`config.mk`:
```
export PLATFORM = sky130hd
export DESIGN_NAME = dds_engine
export DESIGN_NICKNAME = d
export VERILOG_FILES = /design/src/rtl/dds_engine.sv
export SDC_FILE = /design/constraint.sdc
export NUM_CORES = 1
export LEC_CHECK = 0
export ABC_AREA = 1
export CAP_MARGIN = 30
export CORE_ASPECT_RATIO = 0.9
export CORE_UTILIZATION = 48
export CTS_CLUSTER_SIZE = 30
export DETAILED_ROUTE_END_ITERATION = 8
export HOLD_SLACK_MARGIN = 0.05
export PLACE_DENSITY = 0.73
export SETUP_SLACK_MARGIN = 0.15
export SLEW_MARGIN = 25
export SYNTH_ARGS = -nofsm -noshare
export SYNTH_HDL_FRONTEND = slang
export SYNTH_SLANG_ARGS = --single-unit
```
`constraint.sdc`:
```
create_clock -name clk -period 5.7 [get_ports clk]
set_input_delay 0.57 -clock clk [delete_from_list [all_inputs] [get_ports clk]]
set_output_delay 0.57 -clock clk [all_outputs]
set_load 0.1 [all_outputs]
```
`src/rtl/dds_engine.sv`:
```
// Single-clock direct digital synthesiser: tick-enabled phase accumulator with
// double-buffered tuning, waveform shaping, amplitude scaling and a valid strobe.
`timescale 1ns/1ps

module dds_engine #(
  parameter int ACC_W  = 16,
  parameter int PH_W   = 14,
  parameter int OUT_W  = 12,
  parameter int TUNE_W = 16,
  parameter int DIV    = 14
) (
  input  logic              clk,
  input  logic              rst_n,
  input  logic [TUNE_W-1:0] tune_in,
  input  logic              tune_load,
  input  logic [PH_W-1:0]   phase_off,
  input  logic              phase_clr,
  input  logic [2:0]        mode,
  input  logic [7:0]        duty,
  input  logic [3:0]        amp,
  output logic [OUT_W-1:0]  out,
  output logic              out_valid
);

  localparam int               CNT_W      = $clog2(DIV);
  localparam logic [CNT_W-1:0] CNT_LAST   = CNT_W'(DIV - 1);
  localparam logic [OUT_W-1:0] MID        = {1'b1, {(OUT_W-1){1'b0}}};
  localparam logic [15:0]      LFSR_SEED  = 16'hACE1;
  localparam logic [15:0]      LFSR_TAPS  = 16'hB400;

  localparam logic [2:0] MODE_SAW   = 3'd0;
  localparam logic [2:0] MODE_RAMP  = 3'd1;
  localparam logic [2:0] MODE_TRI   = 3'd2;
  localparam logic [2:0] MODE_PULSE = 3'd3;
  localparam logic [2:0] MODE_NOISE = 3'd4;

  logic [CNT_W-1:0]  cnt_q, cnt_d;
  logic [ACC_W-1:0]  acc_q, acc_d;
  logic [TUNE_W-1:0] tune_act_q, tune_act_d;
  logic [TUNE_W-1:0] tune_shd_q, tune_shd_d;
  logic              load_pend_q, load_pend_d;
  logic              clr_pend_q, clr_pend_d;
  logic [2:0]        mode_q, mode_d;
  logic [7:0]        duty_q, duty_d;
  logic [3:0]        amp_q, amp_d;
  logic [15:0]       lfsr_q, lfsr_d;
  logic              ph1_q, ph2_q;
  logic [OUT_W-1:0]  w_q, w_d;
  logic [OUT_W-1:0]  out_q, out_d;
  logic              out_valid_q;

  logic              tick;
  logic [PH_W-1:0]   p;
  logic [OUT_W-1:0]  tri_t;
  logic signed [OUT_W:0]   s;
  logic signed [5:0]       gain;
  logic signed [OUT_W+6:0] prod;

  assign tick = (cnt_q == CNT_LAST);

  // Tick-domain control: divider, double-buffered tuning, clear request, sampled controls.
  always_comb begin
    cnt_d       = tick ? '0 : cnt_q + CNT_W'(1);
    tune_shd_d  = tune_load ? tune_in : tune_shd_q;
    tune_act_d  = (tick && load_pend_q) ? tune_shd_q : tune_act_q;
    load_pend_d = tune_load ? 1'b1 : (tick ? 1'b0 : load_pend_q);
    clr_pend_d  = phase_clr ? 1'b1 : (tick ? 1'b0 : clr_pend_q);
    acc_d       = acc_q;
    mode_d      = mode_q;
    duty_d      = duty_q;
    amp_d       = amp_q;
    lfsr_d      = lfsr_q;
    if (tick) begin
      acc_d  = clr_pend_q ? '0 : acc_q + ACC_W'(tune_act_q);
      mode_d = mode;
      duty_d = duty;
      amp_d  = amp;
      lfsr_d = {1'b0, lfsr_q[15:1]} ^ (lfsr_q[0] ? LFSR_TAPS : 16'h0000);
    end
  end

  // NOTE: every output of an always_comb gets a default before any branch,
  // otherwise an unassigned path infers a latch.
  always_comb begin
    p     = acc_q[ACC_W-1 -: PH_W] + phase_off;
    tri_t = p[PH_W-2 -: OUT_W];
    w_d   = MID;
    case (mode_q)
      MODE_SAW:   w_d = p[PH_W-1 -: OUT_W];
      MODE_RAMP:  w_d = ~p[PH_W-1 -: OUT_W];
      MODE_TRI:   w_d = p[PH_W-1] ? ~tri_t : tri_t;
      MODE_PULSE: w_d = (p[PH_W-1 -: 8] < duty_q) ? '1 : '0;
      MODE_NOISE: w_d = lfsr_q[15 -: OUT_W];
      default:    w_d = MID;
    endcase
  end

  // Gain (amp+1)/16 applied around midscale; the arithmetic shift floors.
  always_comb begin
    s     = $signed({1'b0, w_q}) - $signed({1'b0, MID});
    gain  = $signed({2'b00, amp_q}) + 6'sd1;
    prod  = (OUT_W+7)'(s) * (OUT_W+7)'(gain);
    out_d = MID + OUT_W'(prod >>> 4);
  end

  // NOTE: state is updated with non-blocking assignments so every register
  // samples pre-edge values regardless of statement order.
  always_ff @(posedge clk) begin
    if (!rst_n) begin
      cnt_q       <= '0;
      acc_q       <= '0;
      tune_act_q  <= '0;
      tune_shd_q  <= '0;
      load_pend_q <= 1'b0;
      clr_pend_q  <= 1'b0;
      mode_q      <= MODE_SAW;
      duty_q      <= '0;
      amp_q       <= 4'd15;
      lfsr_q      <= LFSR_SEED;
      ph1_q       <= 1'b0;
      ph2_q       <= 1'b0;
      w_q         <= MID;
      out_q       <= MID;
      out_valid_q <= 1'b0;
    end else begin
      cnt_q       <= cnt_d;
      acc_q       <= acc_d;
      tune_act_q  <= tune_act_d;
      tune_shd_q  <= tune_shd_d;
      load_pend_q <= load_pend_d;
      clr_pend_q  <= clr_pend_d;
      mode_q      <= mode_d;
      duty_q      <= duty_d;
      amp_q       <= amp_d;
      lfsr_q      <= lfsr_d;
      ph1_q       <= tick;
      ph2_q       <= ph1_q;
      out_valid_q <= ph2_q;
      if (ph1_q) w_q   <= w_d;
      if (ph2_q) out_q <= out_d;
    end
  end

  assign out       = out_q;
  assign out_valid = out_valid_q;

endmodule
```
After elaboration in Yosys (flattened, before gate mapping). Index checks and enable logic that the tools add are counted.

Output and inout port bits: 13. Word-level logic and storage cells: 45. Bits in registers: 112. Input port bits: 49.

Multiplexer cells: 8. Multipliers: 1. Bitwise gates (word level): 4. Reduce and logical (&&, ||, !) cells: 5. $add $sub $neg: 6. Order comparisons: 1. Eq/ne operators: 5.

Operators with widths (number): case mux 12 bit (5 select lines) (1); 2-to-1 mux 16 bit (2); 2-to-1 mux 12 bit (2); NOT 12 bit (2); adder 16 bit (1); multiplier 13 x 6 -> 16 bit (1); bitwise XOR 15 x 16 -> 16 bit (1); adder 14 bit (1); subtractor 12 x 12 -> 13 bit, second input constant (1); adder 12 bit, first input constant (1); less-than comparator 8 bit (1); equality test 3 x 2 -> 1 bit, second input constant (2); adder 4 x 1 -> 5 bit, second input constant (1); adder 4 x 1 -> 4 bit, second input constant (1); equality test 4 bit, second input constant (1); nonzero test 2 bit (2); equality test 3 x 1 -> 1 bit, second input constant (1); equality test 3 bit, second input constant (1); zero test 3 bit (1); 2-to-1 mux 1 bit (3); OR reduction 2 bit (1); logical AND 1 bit (1); NOT 1 bit (1).

Logic depth before layout (Yosys ltp). Gate-level depths: netlist (run 1).

Word-level depth: 4. Gate-level depth with buffers: 21. Gate-level depth less buffers: 20.

Worst setup path after synthesis (run 1). OpenSTA, ideal clock, no wires.

Kind: reg-to-reg. Start: reg amp_q[1]. End: reg out_q[11], in the netlist out[11]. Stages on the path, launching flop included: 21. Library setup time: 0.118 ns. Period minus slack after synthesis: 4.081 ns. Buffers on the path: 0. Slack: 1.619 ns. Data required time: 5.582 ns. Data arrival time: 3.963 ns. Cell sequence: dfxtp_1 -> ha_1 -> xor2_1 -> clkinv_1 -> nor2_1 -> fa_1 -> fa_1 -> inv_1 -> fa_1 -> inv_1 -> ha_1 -> a21oi_1 -> o21ai_0 -> a21oi_1 -> o21ai_0 -> nand2_1 -> nand2_1 -> a21oi_1 -> nand2b_1 -> nand3_1 -> nand2_1.

Cells in the longest elaborated chain, start to end: 3.

RTL lines: from (decl) (line 45) `logic [3:0] amp_q, amp_d;`; from (signal assigned) (line 134) `amp_q <= amp_d;`; adder 4 x 1 -> 5 bit (line 101) `gain = $signed({2'b00, amp_q}) + 6'sd1;`; multiplier 13 x 6 -> 16 bit (line 102) `prod = (OUT_W+7)'(s) * (OUT_W+7)'(gain);`; adder 12 bit (line 103) `out_d = MID + OUT_W'(prod >>> 4);`; to (signal assigned) (line 140) `if (ph2_q) out_q <= out_d;`; to (decl) (line 49) `logic [OUT_W-1:0] out_q, out_d;`.

Every way passes these cells. A chain may end at the register's enable or synchronous reset.

Final worst setup path (run 1).
Start: reg amp_q[0]. End: reg out_q[11], in the netlist out[11].

The elaborated chain is that of the path after synthesis.

==> impl_metrics.json, run 1 <==
{
  "outcome": "completed",
  "drc": 0,
  "vias": 6820,
  "final_net_count": 1282,
  "yosysTopAreaCellShare": 0.289,
  "wl_met3_um": 813,
  "routabilityCongestion": 0.888,
  "antenna_found_initial": 0,
  "cts_setup_buffers": 0,
  "wl_um": 17400,
  "maxCapViolations": 0,
  "synthSimpleGateAreaFrac": 0.249,
  "p_int_uw": 1170,
  "clock_path_buffers": 2,
  "die_w_um": 136,
  "netlist_instances": 1089,
  "cp.arrival_ns": 5.24,
  "htreeDepth": 3,
  "rsz0062_at_grt": "no",
  "drt.antenna.violating_nets": 0,
  "power_density_mw_per_mm2": 179,
  "grt_pass1_wl_um": 29500,
  "p_clk_frac": 0.423,
  "p_comb_frac": 0.073,
  "finalSetupViolCount": 0,
  "grt_pass1_vias": 6343,
  "top_layer": "met4",
  "track_usage": 0.221,
  "switchingPower_uw": 417,
  "path_class": "reg2reg",
  "cp_max_fo": 11,
  "synth_edf_count": 0,
  "synthXorXnorAreaFrac": 0.0292,
  "end_kind": "flop",
  "synth_area_mm2": 0.00776,
  "crit_chain": "ha_1, xor2_1, clkinv_1, nor2_1, fa_1, fa_1, inv_1, fa_1, inv_1, ha_1, a21oi_1, o21ai_0, a21oi_1, o21ai_0, nand2_1, nand2_1, a21oi_1, nand2b_1, nand3_1, nand2_1",
  "hp-class": "reg2reg",
  "overflow": 0,
  "finClkSkew_ns": 0.0103,
  "slew_viol_final": 0,
  "peakVddDrop_v": 0.000171,
  "dp_hpwl_um": 13500,
  "synthDistinctLibCells": 44,
  "clk_latency_ns": 0.37,
  "clk_pin_slew_worst_paths_ns": 0.08,
  "max_stage_delay_ns": 0.60,
  "core-area_mm2": 0.0156,
  "finalCriticalPeriod_ns": 4.93,
  "cts.sinks": 112,
  "timing.setup.tns_ns": 0,
  "yosysWarnings": 0,
  "met2_length_um": 7440,
  "fmax_mhz": 203,
  "power_frac_seq": 0.504,
  "cp_num_buf_inv": 3,
  "pin_count": 62,
  "antennaDiodeCount": 0,
  "synth-adder-area-share": 0.193,
  "dr.pass1.iters": 5,
  "cts_resized": 0,
  "area_growth_pct": 14.0,
  "ys_seq_elements": 112,
  "synth_nets": 1236,
  "worst_slew_pin_slew_ns": 0.985,
  "drt-initial-drc-count": 375,
  "root_buffer": "clkbuf_16",
  "avgRoutedWirePerCell_um": 13.0,
  "finalPower_uw": 1580,
  "start_kind": "flop",
  "synthTopCellsByArea": "dfxtp_1, ha_1, nand2_1, fa_1, nor2_1",
  "critical-path-top-delay-family": "adder cells",
  "synth_common_cells": "nand2_1, nor2_1, inv_1",
  "avgViaCountPerCell": 5.08,
  "final_hold_viol_count": 0,
  "die_h_um": 123,
  "synth_top_area_cell": "dfxtp_1",
  "synthMuxAreaShare": 0,
  "crit_required_ns": 6.01,
  "tritoncts": "done",
  "cp_slowest_cell": "dfxtp_1",
  "syn_area_per_cell_um2": 7.12,
  "synth_compound_area_frac": 0.140,
  "fin_crit_sh": 0.864,
  "yosys_most_used_dff": "dfxtp_1",
  "synth.most_common_cell": "nand2_1",
  "p_sw_frac": 0.263,
  "yosysSeqAreaShare": 0.289,
  "numCtsBuffers": 9,
  "leakage_uw": 0.00426,
  "synth_top_family_by_area": "simple AND/OR/NAND/NOR gates",
  "io_buffers": 61,
  "drive_above_1_share": 0.0386,
  "num_rows": 43,
  "die_area_mm2": 0.0167,
  "ctsHoldBuffers": 0,
  "grt_max_degree": 41,
  "maxSlewHeadroom": 0.341,
  "wl_met1_um": 9000,
  "async_reset_ff_frac": 0,
  "start_util": 0.497
}
metrics by stage:
stage | util | hold WS (ns) | worst slack (ns) | cells | area [µm²]
2_1_floorplan | - | 0.434 | 1.62 | 1089 | 7760
3_3_place_gp | 0.545 | 0.450 | 1.04 | 1325 | 8500
3_5_place_dp | 0.546 | 0.460 | 0.852 | 1326 | 8520
4_1_cts | 0.566 | 0.481 | 0.790 | 1342 | 8840
5_1_grt | 0.567 | 0.496 | 0.383 | 1342 | 8840
6_report | 0.567 | 0.476 | 0.774 | 1342 | 8840
final cells by class:
| class | instances | area [µm²] |
|---|---|---|
| clock buffers | 9 | 225 |
| fillers | 1481 | 6760 |
| clock inverters | 7 | 95.1 |
| repair buffers | 66 | 656 |
| flip-flops and latches | 112 | 2240 |
| inverters | 168 | 631 |
| multi-input cells | 778 | 4740 |
| well taps | 202 | 253 |
cell usage in the layout, fill, tap and decap left out, types with 4 or more instances in the layout:
cell / synthesis / layout
a21oi_2: 5 / 5
nand2_2: 5 / 5
a22oi_1: 6 / 6
o21ai_0: 78 / 78
fa_1: 36 / 36
nand4_1: 6 / 6
nand3b_1: 5 / 5
nand3_1: 58 / 58
a22o_1: 4 / 4
nor2_1: 182 / 181
a21oi_1: 56 / 56
inv_1: 166 / 166
xnor2_1: 12 / 12
clkbuf_16: 0 / 9
xor2_1: 12 / 12
ha_1: 62 / 62
buf_4: 1 / 4
o21ai_1: 5 / 5
nand2_1: 193 / 193
clkdlybuf4s50_1: 0 / 61
dfxtp_1: 112 / 112
o22ai_1: 15 / 15
a21o_1: 4 / 4
or2_2: 5 / 5
a32o_1: 4 / 4
registers in the layout, summed over array words and instances, names as in the netlist, 8 cells and up:
name / flops
acc_q: 16
lfsr_q: 16
tune_act_q: 16
tune_shd_q: 16
out: 12
w_q: 12
duty_q: 8
logic make-up (layout without fill, tap and decap cells):
logic type | after synthesis | after routing
compound gates | 190 | 190
simple gates | 465 | 465
buf+inv | 199 | 250
xor+xnor | 25 | 25
fa+ha+maj | 98 | 98
flops | 112 | 112
worst paths after layout:
kind	from	endpoint	slack (ns)	depth (start not counted)
setup / recovery	amp_q[0]	out[11]	0.77	20
hold / removal	cnt_q[0]	cnt_q[0]	0.48	1
setup reg to reg	amp_q[0]	out[11]	0.77	20
hold reg to reg	cnt_q[0]	cnt_q[0]	0.48	1
layer usage:
metal,vias up,global-route usage
li1,3576,-
met1,3095,0.315
met2,137,0.348
met3,12,0.0384
met4,0,0.0465
met5,-,0
power groups by stage:
stage | combinational, µW | clock, µW | sequential (µW)
4_1_cts | 116 | 689 | 798
2_1_floorplan | 63.4 | 0 | 815
5_1_grt | 128 | 718 | 800
6_report | 116 | 671 | 799
3_3_place_gp | 113 | 0 | 817
3_5_place_dp | 115 | 0 | 817
Power figures use the tool's default switching activity.
==> inputs of run 2 (changes only) <==
CORE_UTILIZATION = 54   (was 48)
PLACE_DENSITY = 0.83   (was 0.73)
clock period = 4.1 ns   (was 5.7 ns; I/O delays follow)
==> impl_metrics.json, run 2 (same netlist as run 1, synthesis figures left out) <==
{
  "outcome": "finished with violations",
  "violations": "setup timing",
  "clk_pin_slew_worst_paths_ns": 0.09,
  "root_buffer": "clkbuf_16",
  "htreeDepth": 3,
  "routabilityCongestion": 0.909,
  "antenna_found_initial": 0,
  "start_util": 0.554,
  "p_int_uw": 1620,
  "cp.arrival_ns": 4.52,
  "drt-initial-drc-count": 722,
  "p_sw_frac": 0.261,
  "dr.pass1.iters": 6,
  "dp_hpwl_um": 13700,
  "numCtsBuffers": 9,
  "slew_viol_final": 0,
  "die_h_um": 116,
  "whs_ns": 0.473,
  "fmax_mhz": 235,
  "wl_um": 21600,
  "power_density_mw_per_mm2": 233,
  "finalSetupViolCount": 3,
  "avgViaCountPerCell": 5.60,
  "maxCapViolations": 0,
  "peakVddDrop_v": 0.000250,
  "critical-path-top-delay-family": "adder cells",
  "clk_latency_ns": 0.37,
  "nFillCells": 1093,
  "utilization": 0.671,
  "vias": 7612,
  "cts.sinks": 112,
  "power_frac_seq": 0.507,
  "p_comb_frac": 0.075,
  "drive_above_1_share": 0.114,
  "core-area_mm2": 0.0140,
  "track_usage": 0.259,
  "area_growth_pct": 21.2,
  "finClkSkew_ns": 0.0115,
  "ctsHoldBuffers": 0,
  "worst_slew_pin_slew_ns": 0.992,
  "end_kind": "flop",
  "avgRoutedWirePerCell_um": 15.9,
  "crit_chain": "ha_4, xor2_4, clkinv_4, buf_6, nor2_4, fa_1, fa_1, inv_2, fa_1, inv_1, ha_4, nand2_2, nor2_2, a21oi_2, o21ai_2, nand2_1, nand2_1, a21oi_2, nand2b_1, nand3_1, nand2_1",
  "path_class": "reg2reg",
  "finalCriticalPeriod_ns": 4.26,
  "drt.antenna.violating_nets": 0,
  "overflow": 0,
  "hp-class": "reg2reg",
  "grt_pass1_vias": 6615,
  "cp_slowest_cell": "fa_1",
  "final_cell_mix": "nand2_1, nor2_1, inv_1",
  "clock_path_buffers": 2,
  "pin_count": 62,
  "grt_pass1_wl_um": 30400,
  "max_stage_delay_ns": 0.59,
  "io_buffers": 61,
  "leakage_uw": 0.00443,
  "fin_crit_sh": 1.04,
  "final_common_cell": "nand2_1",
  "tritoncts": "done",
  "final_net_count": 1309,
  "cp_num_buf_inv": 4,
  "grt_max_degree": 41,
  "antennaDiodeCount": 0,
  "die_w_um": 128,
  "switchingPower_uw": 570,
  "fin_area_mm2": 0.00940,
  "final_hold_viol_count": 0,
  "num_rows": 41,
  "die_area_mm2": 0.0148,
  "start_kind": "flop",
  "p_clk_frac": 0.419,
  "maxSlewHeadroom": 0.337,
  "setup_slack_ns": -0.161,
  "rsz0062_at_grt": "yes",
  "place_area_mm2": 0.00859,
  "cp_max_fo": 6,
  "crit_required_ns": 4.36,
  "drc": 0
}
## run 2: cell count changes in the layout (fill, tap and decap cells not counted), sizes merged
cell	before	now
buf	5	32
inv	169	170
clkinvlp	1	0
## run 2: repair_timing
item                       in CTS  in global routing
buffers inserted                8                  9
gates resized for setup        25                 67
setup endpoints to repair       6                 10
pin swaps                       6                 20
## run 2: per-stage QoR
stage / total power, µW / setup WS [ns] / setup TNS, ns / instances
floorplan: 1220 / 0.155 / 0 / 1089
global placement: 1290 / 0.0597 / 0 / 1327
detailed placement: 1300 / -0.0715 / -0.0715 / 1327
CTS: 2200 / 0.136 / 0 / 1351
global route: 2270 / -0.273 / -0.998 / 1360
finish: 2190 / -0.161 / -0.292 / 1360
## run 2: power groups by stage
stage / clock network (µW) / logic (µW) / registers [µW]
after global routing: 977 / 180 / 1110
after CTS: 923 / 162 / 1110
after detailed placement: 0 / 161 / 1140
after global placement: 0 / 157 / 1140
after floorplan: 0 / 88.2 / 1130
final: 916 / 163 / 1110
## run 2: layout make-up
type,instances,area [µm²],share of cell area
multi-input combinational,778,5070,0.539
sequential,112,2250,0.239
timing repair buffer,93,897,0.0954
inverter,168,636,0.0676
tap,193,241,0.0257
clock buffer,9,225,0.0240
clock inverter,7,82.6,0.00878
## run 2: tightest hold or removal path: stages, from the launching register on
cell,delay [ns]
dfxtp_1,0.30
inv_1,0.06
o22ai_1,0.07
## run 2: routing by layer
layer / GRT usage / vias up / part of all wire
li1: - / 3617 / -
met1: 0.346 / 3488 / 0.41
met2: 0.425 / 403 / 0.46
met3: 0.0476 / 104 / 0.085
met4: 0.0839 / 0 / 0.043
met5: 0 / - / 0
## run 2: worst paths after layout
check	to	depth (start not counted)	slack, ns	start
worst min-delay path	lfsr_q[1]	2	0.47	lfsr_q[2]
worst min register to register	lfsr_q[1]	2	0.47	lfsr_q[2]
worst max-delay path	out[11]	21	-0.16	amp_q[0]
worst max register to register	out[11]	21	-0.16	amp_q[0]
==> inputs of run 3 (changes only) <==
CORE_UTILIZATION = 59   (was 54)
DONT_BUFFER_PORTS = 1   (was not set)
==> impl_metrics.json, run 3 (same netlist as run 1, synthesis figures left out) <==
{
  "outcome": "finished with violations",
  "violations": "setup timing",
  "finClkSkew_ns": 0.0151,
  "fmax_mhz": 237,
  "cp_max_fo": 10,
  "cp.arrival_ns": 4.49,
  "peakVddDrop_v": 0.000238,
  "track_usage": 0.279,
  "htreeDepth": 3,
  "clk_pin_slew_worst_paths_ns": 0.09,
  "routabilityCongestion": 0.898,
  "grt_max_degree": 41,
  "final_net_count": 1244,
  "dp_hpwl_um": 13400,
  "vias": 7261,
  "power_density_mw_per_mm2": 245,
  "crit_required_ns": 4.37,
  "area_growth_pct": 12.3,
  "finalCriticalPeriod_ns": 4.22,
  "end_kind": "flop",
  "clk_latency_ns": 0.37,
  "root_buffer": "clkbuf_16",
  "ctsHoldBuffers": 0,
  "die_area_mm2": 0.0136,
  "worst_slew_pin_slew_ns": 1.04,
  "die_h_um": 111,
  "clock_path_buffers": 2,
  "grt_pass1_wl_um": 30100,
  "dr.pass1.iters": 6,
  "antennaDiodeCount": 0,
  "timing.setup.tns_ns": -0.316,
  "num_rows": 39,
  "avgRoutedWirePerCell_um": 16.3,
  "drive_above_1_share": 0.112,
  "avgViaCountPerCell": 5.74,
  "drt-initial-drc-count": 760,
  "place_area_mm2": 0.00795,
  "tritoncts": "done",
  "final_common_cell": "nand2_1",
  "slew_viol_final": 0,
  "maxSlewHeadroom": 0.307,
  "place_inst": 1239,
  "maxCapViolations": 0,
  "final_hold_viol_count": 0,
  "antenna_found_initial": 0,
  "overflow": 0,
  "rsz0062_at_grt": "yes",
  "hp-class": "in2reg",
  "grt_pass1_vias": 6542,
  "drc": 0,
  "final_cell_mix": "nand2_1, nor2_1, inv_1",
  "core-area_mm2": 0.0127,
  "wl_um": 20600,
  "pin_count": 62,
  "start_kind": "flop",
  "die_w_um": 123,
  "start_util": 0.609,
  "leakage_uw": 0.00419,
  "drt.antenna.violating_nets": 0,
  "finalSetupViolCount": 3,
  "path_class": "reg2reg",
  "fin_cells": 1266,
  "pre_cts_slack_ns": -0.117,
  "fin_area_mm2": 0.00871,
  "numCtsBuffers": 9,
  "cts.sinks": 112,
  "setup_slack_ns": -0.125,
  "whs_ns": 0.141,
  "fin_crit_sh": 1.03,
  "io_buffers": 0
}
==> run 3: cell count changes in the layout (fill, tap and decap cells not counted), moves of 3 or more <==
cell	before	now
clkdlybuf4s50_1	61	0
inv_1	156	161
inv_2	10	5
a21oi_4	1	4
==> run 3: power by group <==
group          switching (µW)  internal (µW)  total, µW  leakage (µW)
Sequential               8.04           1100       1110      0.000907
Clock                     480            445        925      0.000150
Combinational            67.6           37.3        105       0.00313
Total                     556           1580       2140       0.00419
==> run 3: worst max-delay path, cell delays in order (launching register included) <==
cell      delay, ns
dfxtp_4        0.38
buf_6          0.16
nand3_1        0.12
xor2_2         0.26
buf_2          0.23
nor2_1         0.07
ha_1           0.33
fa_1           0.55
inv_1          0.07
fa_1           0.55
inv_1          0.08
ha_4           0.26
a21oi_2        0.17
o21ai_2        0.10
a21oi_4        0.14
o21ai_2        0.08
buf_4          0.14
nor2_1         0.09
o21ai_0        0.11
o211ai_1       0.15
inv_1          0.07
==> run 3: metrics by stage <==
stage	util	total power [µW]
floorplan	-	1220
global placement	0.624	1240
detailed placement	0.625	1240
CTS	0.657	2150
global route	0.684	2210
finish	0.684	2140
==> run 3: worst paths after layout <==
| path | slack (ns) | startpoint | cells past startpoint | to |
|---|---|---|---|---|
| max | -0.12 | amp_q[0] | 20 | out[9] |
| min reg2reg | 0.47 | cnt_q[0] | 1 | cnt_q[0] |
| max reg2reg | -0.12 | amp_q[0] | 20 | out[9] |
| min | 0.14 | rst_n | 2 | ph2_q |
==> run 3: layout make-up <==
cell class | instances | area (µm²)
clock buffer | 9 | 225
clock inverter | 7 | 90.1
fill | 974 | 4030
inverter | 168 | 636
multi-input combinational | 778 | 5080
sequential | 112 | 2250
tap | 164 | 205
timing repair buffer | 28 | 226
==> run 3: metal layers <==
layer / vias up / global-route usage / routed length (µm)
li1: 3490 / - / -
met1: 3356 / 0.368 / 8570
met2: 328 / 0.457 / 9610
met3: 87 / 0.0725 / 1690
met4: 0 / 0.0545 / 767
met5: - / 0 / 0
==> run 3: timing repair <==
action                                  4_1_cts  5_1_grt
cloned                                        0        1
endpoints found under the setup margin        8        9
setup buffers                                 2        8
gates resized for setup                      22       66
pin swaps                                     2       23
